### config.mk
export PLATFORM = sky130hd
export DESIGN_NAME = seq_alu
export DESIGN_NICKNAME = d
export VERILOG_FILES = /design/src/rtl/alu_pkg.sv /design/src/rtl/alu_serial_shifter.sv /design/src/rtl/seq_alu.sv
export SDC_FILE = /design/constraint.sdc
export NUM_CORES = 1
export LEC_CHECK = 0
export BUFFER_PORTS_ARGS = -buffer_cell sky130_fd_sc_hd__buf_2
export CORE_MARGIN = 8
export CORE_UTILIZATION = 51
export DETAILED_ROUTE_END_ITERATION = 10
export GPL_ROUTABILITY_DRIVEN = 1
export PLACE_DENSITY = 0.71
export RECOVER_POWER = 25
export SKIP_LAST_GASP = 1
export SYNTH_ARGS = -nofsm -noshare
export SYNTH_HDL_FRONTEND = slang
export SYNTH_SLANG_ARGS = --single-unit
export TNS_END_PERCENT = 100
### constraint.sdc
create_clock -name clk -period 5.7 [get_ports clk]
set_input_delay 0.57 -clock clk [delete_from_list [all_inputs] [get_ports clk]]
set_output_delay 0.57 -clock clk [all_outputs]
set_load 0.005 [all_outputs]
### src/rtl/alu_pkg.sv
// Shared ALU definitions: operation codes used by both the decoder and the
// execute-stage ALU, default datapath width, and the sequencer state type.
package alu_pkg;

    localparam int XLEN_DEFAULT = 32;

    localparam logic [3:0] ALU_ADD  = 4'b0000;
    localparam logic [3:0] ALU_SUB  = 4'b0001;
    localparam logic [3:0] ALU_SLL  = 4'b0010;
    localparam logic [3:0] ALU_SLT  = 4'b0011;
    localparam logic [3:0] ALU_SLTU = 4'b0100;
    localparam logic [3:0] ALU_XOR  = 4'b0101;
    localparam logic [3:0] ALU_SRL  = 4'b0110;
    localparam logic [3:0] ALU_SRA  = 4'b0111;
    localparam logic [3:0] ALU_OR   = 4'b1000;
    localparam logic [3:0] ALU_AND  = 4'b1001;

    typedef enum logic [1:0] {
        IDLE  = 2'd0,
        SHIFT = 2'd1,
        DONE  = 2'd2
    } alu_state_e;

endpackage

### src/rtl/alu_serial_shifter.sv
// Bit-serial shifter: one position per cycle, counting the shift amount down.
// done is a combinational pulse in the cycle whose edge produces the final value.
module alu_serial_shifter
    import alu_pkg::*;
#(
    parameter int XLEN = XLEN_DEFAULT,
    parameter int SHW  = $clog2(XLEN)
) (
    input  logic            clk,
    input  logic            rst,
    input  logic            load,
    input  logic            dir_left,
    input  logic            arith,
    input  logic [XLEN-1:0] data_in,
    input  logic [SHW-1:0]  shamt,
    output logic [XLEN-1:0] shift_next,
    output logic            busy,
    output logic            done
);

    logic [XLEN-1:0] sreg_p0;
    logic [SHW-1:0]  cnt_p0;
    logic            left_p0;
    logic            arith_p0;
    logic            fill;

    // For SRA the MSB never changes while shifting right, so it still equals op_a's sign bit
    assign fill       = arith_p0 & sreg_p0[XLEN-1];
    assign shift_next = left_p0 ? {sreg_p0[XLEN-2:0], 1'b0} : {fill, sreg_p0[XLEN-1:1]};
    assign busy       = (cnt_p0 != '0);
    assign done       = (cnt_p0 == SHW'(1));

    always_ff @(posedge clk) begin
        if (rst) begin
            cnt_p0 <= '0;
        end else if (load) begin
            cnt_p0 <= shamt;
        end else if (busy) begin
            cnt_p0 <= cnt_p0 - SHW'(1);
        end
    end

    always_ff @(posedge clk) begin
        if (load) begin
            sreg_p0  <= data_in;
            left_p0  <= dir_left;
            arith_p0 <= arith;
        end else if (busy) begin
            sreg_p0  <= shift_next;
        end
    end

endmodule

### src/rtl/seq_alu.sv
// Multi-cycle execute-stage ALU: single-cycle logic/arith/compare ops, serial
// shifts, valid/ready handshakes on both request and result sides.
module seq_alu
    import alu_pkg::*;
#(
    parameter int XLEN = XLEN_DEFAULT,
    parameter int SHW  = $clog2(XLEN)
) (
    input  logic            clk,
    input  logic            rst,
    input  logic            in_valid,
    output logic            in_ready,
    input  logic [3:0]      alu_ctrl,
    input  logic [XLEN-1:0] op_a,
    input  logic [XLEN-1:0] op_b,
    output logic            out_valid,
    input  logic            out_ready,
    output logic [XLEN-1:0] result,
    output logic            zero,
    output logic            illegal
);

    alu_state_e      state_q, state_d;
    logic            accept;
    logic            is_shift;
    logic            legal;
    logic            shift_load;
    logic [SHW-1:0]  shamt;
    logic [XLEN-1:0] alu_res;
    logic [XLEN-1:0] sh_next;
    logic            sh_busy;
    logic            sh_done;

    // Shifts return op_a here; that is the answer for a zero shift amount
    function automatic logic [XLEN-1:0] alu_compute(input logic [3:0]      ctrl,
                                                    input logic [XLEN-1:0] a,
                                                    input logic [XLEN-1:0] b);
        logic signed [XLEN-1:0] a_s;
        logic signed [XLEN-1:0] b_s;
        logic [XLEN-1:0]        r;
        a_s = a;
        b_s = b;
        case (ctrl)
            ALU_ADD:                  r = a + b;
            ALU_SUB:                  r = a - b;
            ALU_SLT:                  r = {{(XLEN-1){1'b0}}, (a_s < b_s)};
            ALU_SLTU:                 r = {{(XLEN-1){1'b0}}, (a < b)};
            ALU_XOR:                  r = a ^ b;
            ALU_OR:                   r = a | b;
            ALU_AND:                  r = a & b;
            ALU_SLL, ALU_SRL, ALU_SRA: r = a;
            default:                  r = '0;
        endcase
        return r;
    endfunction

    assign in_ready  = (state_q == IDLE);
    assign out_valid = (state_q == DONE);
    assign accept    = in_ready & in_valid;
    assign is_shift  = (alu_ctrl == ALU_SLL) | (alu_ctrl == ALU_SRL) | (alu_ctrl == ALU_SRA);
    assign legal     = (alu_ctrl <= ALU_AND);
    assign shamt     = op_b[SHW-1:0];
    assign alu_res   = alu_compute(alu_ctrl, op_a, op_b);

    alu_serial_shifter #(
        .XLEN (XLEN),
        .SHW  (SHW)
    ) u_shifter (
        .clk        (clk),
        .rst        (rst),
        .load       (shift_load),
        .dir_left   (alu_ctrl == ALU_SLL),
        .arith      (alu_ctrl == ALU_SRA),
        .data_in    (op_a),
        .shamt      (shamt),
        .shift_next (sh_next),
        .busy       (sh_busy),
        .done       (sh_done)
    );

    always_ff @(posedge clk) begin
        if (rst) begin
            state_q <= IDLE;
        end else begin
            state_q <= state_d;
        end
    end

    always_comb begin
        state_d    = state_q;
        shift_load = 1'b0;
        case (state_q)
            IDLE: begin
                if (in_valid) begin
                    if (is_shift && (shamt != '0)) begin
                        shift_load = 1'b1;
                        state_d    = SHIFT;
                    end else begin
                        state_d    = DONE;
                    end
                end
            end
            SHIFT: begin
                if (sh_done || !sh_busy) begin
                    state_d = DONE;
                end
            end
            DONE: begin
                if (out_ready) begin
                    state_d = IDLE;
                end
            end
            default: state_d = IDLE;
        endcase
    end

    // Result registers: loaded at acceptance, or at the final shift edge
    always_ff @(posedge clk) begin
        if (rst) begin
            result  <= '0;
            zero    <= 1'b0;
            illegal <= 1'b0;
        end else if (accept) begin
            result  <= alu_res;
            zero    <= (alu_res == '0);
            illegal <= ~legal;
        end else if ((state_q == SHIFT) && sh_done) begin
            result  <= sh_next;
            zero    <= (sh_next == '0);
        end
    end

endmodule

==> results.txt <==
* Number of synthesized register bits: 75
- Summed over all instances, the cell type with the most area after synthesis is ha_1.
- IR drop worst, VDD: 0.308 mV
* CTS Buffer Depth: 2
- Critical path launch point: alu_ctrl[0]
- First-pass DRT Iterations: 6
- Total CTS buffers: 9
- The synthesized design contains 34 enable-type register cells.
- The number of failing hold endpoints at the final stage was 0.
* Drt drc: 0
- For this run, the leading register cell type out of synthesis is dfxtp_1.
- Fmax: 0.213 GHz
- In the global route stage, overall resource usage came out at 0.282.
- Sink count of the clock tree: 75
* # diodes: 0
- Number of warnings printed during yosys synthesis: 0
- Antenna violations before repair: 0
* Later-pin clock latency in the skew report: 0.34 ns
* Hold-fix buffer count after cts: 0
- Clock-pin slew of the registers on the worst-case setup and hold paths: 0.06 ns
- Antenna-violating nets left: 0
- In the final layout, the share of cells above drive strength 1 is 0.125.
- Dividing the synthesized area by the synthesized cell count gives 7.50 sq um.
- In the global route stage, met2 resource usage came out at 0.425.
- Final Wtd Congestion: 1.01
- Via total after detailed routing: 9,992
- Of the available clock period, the critical path in the final layout requires 0.824.
- In this run the static leakage power is 4.38 nW.
* Number of distinct library cells after synthesis: 91
- Via-to-Cell Ratio: 6.57
* Category of the worst setup path capture point: flip-flop
- The synthesized netlist occupies a cell area of 9290 sq um.
- Most instantiated library cell after synthesis: nor2_1
- Total design power: 2.92 mW
- Once the clock tree was built, the setup fixing pass inserted 0 buffers.
* CTS Root Cell: clkbuf_16
* IO Count: 108
- Worst Reg2Reg Path Length in Cells: 12
- Class of the most critical hold timing path: flip-flop to flip-flop
* Critical path peak fanout: 36
- Met1 track utilization from global routing: 0.396
- Power spread over the standard cell area amounts to 288 nW/um^2.
* Pin slew with the least headroom to its limit: 1.61 ns
* Unrepaired setup endpoints after global routing: no
- Setup violations remaining at the end of the flow were counted as 0.
* CTS tree: done
- Crit path required time: 5.98 ns
- The clock arrives with 0.00731 ns of skew.
- Along the worst hold path, the cell count comes to 2.
- The worst setup path is of the input pin to flip-flop kind.
* Period minus WS final: 4.70 ns
* Synth cell count leaders: 137 x nor2_1, 117 x a21oi_1, 106 x ha_1
- Wires add up to 32,900 um.
* Post-DR wirelength/cell: 21.6 um
- Max-cap violations in this run came to 1.
- GR peak layer: met2
* Sum of net half-perimeters after detailed placement: 25,200 um
- The H-tree generated during clock tree synthesis spans 3 levels.
- Sequential area share after synthesis: 0.198
- Of the post-synthesis cell area, the dominant cell type holds 0.143.
- The detailed router finished its first iteration with 1,177 violations.
* Cells traversed along the worst timing path: clkbuf_1 -> nand2b_1 -> and3b_1 -> a221o_1 -> or3b_1 -> mux2_2 -> a22oi_1 -> o21ai_1 -> or4_1 -> nor4_1 -> a41o_1
- GR Util met3: 0.0583
- After floorplanning, the core was divided into 49 placement rows.
- DP Worst Slack: 1.35 ns
- The area growth from synthesis to layout is 9.06%.
* Share of synthesized registers carrying an async set or reset: 0
- Post-synth net total: 1,419
* Max incr delay on CP: 1.15 ns
- Count of input and output buffers: 107
- Status: finished, violations left
- Most area-consuming cells after synthesis: ha_1 14%, edfxtp_1 11%, dfxtp_1 8.8%, a21oi_1 6.3%, nor2_1 5.5%
- The first global-routing pass estimated 50,700 um of wire.
- Startpoint of the most critical register-to-register path: state_q[1]$_SDFFE_PP0P_
- Crit path setup slack, layout: 1.00 ns
* Kind of launch point of the worst setup path: input pin
- Entering global routing, the biggest net connects 49 pins.
* DIE HEIGHT: 151 um
* Setup TNS: 0 ns
- Effective utilization at floorplan: 0.519
* Critical path arrival: 4.98 ns
- The largest individual stage delay along the critical path comes from the cell clkbuf_1.
- In this run, post-CTS repair resized a total of 0 instances.
* Die Wd: 151 um
* Final Slew Violations: 37
* Startpoint of the worst hold path: illegal$_SDFFE_PP0P_
- The total overflow left after global routing is 0.
- Core area: 17,900 sq um
- Synthesis produced a netlist whose cell count is 1,239.
- At the end of the flow, the number of nets in the layout was 1,468.
- The die covers 22,800 sq um.
* Failing checks: capacitance limit, slew limit
* Number of global-route vias before repair: 9,220
- Measured against its own limit, the worst slew margin works out to -0.0753.
-- where the power goes --
part           switching (mW)  leakage (nW)  internal [mW]  total, mW
combinational           0.900          3.56          0.506       1.41
clock                   0.232         0.143          0.340      0.572
sequential              0.109         0.676          0.836      0.945
-- cell usage in the layout (no fill, tap or decap), types with 10 or more instances in the layout --
cell type	netlist	final
o21bai_1	19	19
o211ai_1	13	13
a211oi_1	17	17
edfxtp_1	34	34
o31ai_1	12	12
nand2_1	98	98
clkbuf_1	48	24
buf_4	1	13
a221o_1	12	12
buf_2	22	84
a21o_1	15	15
mux2_2	21	21
inv_1	98	98
o21a_1	13	13
nor3_1	39	37
nor2_1	137	136
nor2b_1	12	12
nand2b_1	11	11
nand3_1	29	29
o21ai_0	59	59
nor4_1	19	18
ha_1	106	106
or3_1	10	10
dfxtp_1	41	41
a31oi_1	15	15
a21oi_1	117	117
a221oi_1	18	18
a22oi_1	33	33
mux2i_1	17	17
-- cells by family (layout without fill, tap and decap cells) --
| group | Yosys count | count (layout) | synth area share |
|---|---|---|---|
| adder cells (fa/ha/maj) | 108 | 108 | 0.147 |
| XOR/XNOR | 10 | 10 | 0.00942 |
| AO/OA/AOI/OAI | 419 | 419 | 0.313 |
| AND/OR/NAND/NOR | 409 | 409 | 0.210 |
| multiplexers | 38 | 38 | 0.0438 |
| buffers and inverters | 180 | 234 | 0.0785 |
| flip-flops | 75 | 75 | 0.198 |
-- routing by layer --
metal | share of wire | up-vias
met2 | 0.43 | 556
met1 | 0.44 | 4728
met3 | 0.10 | 62
li1 | - | 4646
met4 | 0.023 | 0
met5 | 0 | -
-- worst max-delay path, delay by kind of cell --
| family | cells | cell delay [ns] |
|---|---|---|
| multiplexers | 1 | 0.28 |
| buffers and inverters | 1 | 1.15 |
| AND/OR/NAND/NOR | 5 | 1.95 |
| AO/OA/AOI/OAI | 4 | 1.01 |
-- flip-flops by register name, summed over array words and instances (netlist names) --
signal              count
result                 32
state_q                 2
u_shifter.cnt_p0        5
u_shifter.sreg_p0      32
u_shifter.arith_p0      1
zero                    1
illegal                 1
u_shifter.left_p0       1
-- area by class of cell --
type / count / area (sq um)
fillers: 1757 / 7770
well taps: 229 / 287
clock inverters: 6 / 65.1
flip-flops and latches: 75 / 1840
inverters: 98 / 368
clock buffers: 10 / 229
multi-input cells: 984 / 6740
repair buffers: 120 / 604
-- final timing paths --
check / slack, ns / to
worst max-delay path: 1.00 / zero$_SDFFE_PP0P_
worst max register to register: 2.33 / zero$_SDFFE_PP0P_
worst min-delay path: 0.46 / illegal$_SDFFE_PP0P_
worst min register to register: 0.46 / illegal$_SDFFE_PP0P_
-- per-stage QoR --
step | hold slack [ns] | cell area [sq um] | instances | util
final | 0.460 | 10100 | 1522 | 0.566
after global routing | 0.510 | 10100 | 1522 | 0.566
after CTS | 0.456 | 10200 | 1522 | 0.568
after detailed placement | 0.446 | 9870 | 1506 | 0.551
after global placement | 0.439 | 9870 | 1506 | 0.551
after floorplan | 0.448 | 9290 | 1239 | -
(Power assumes the default switching activity.)
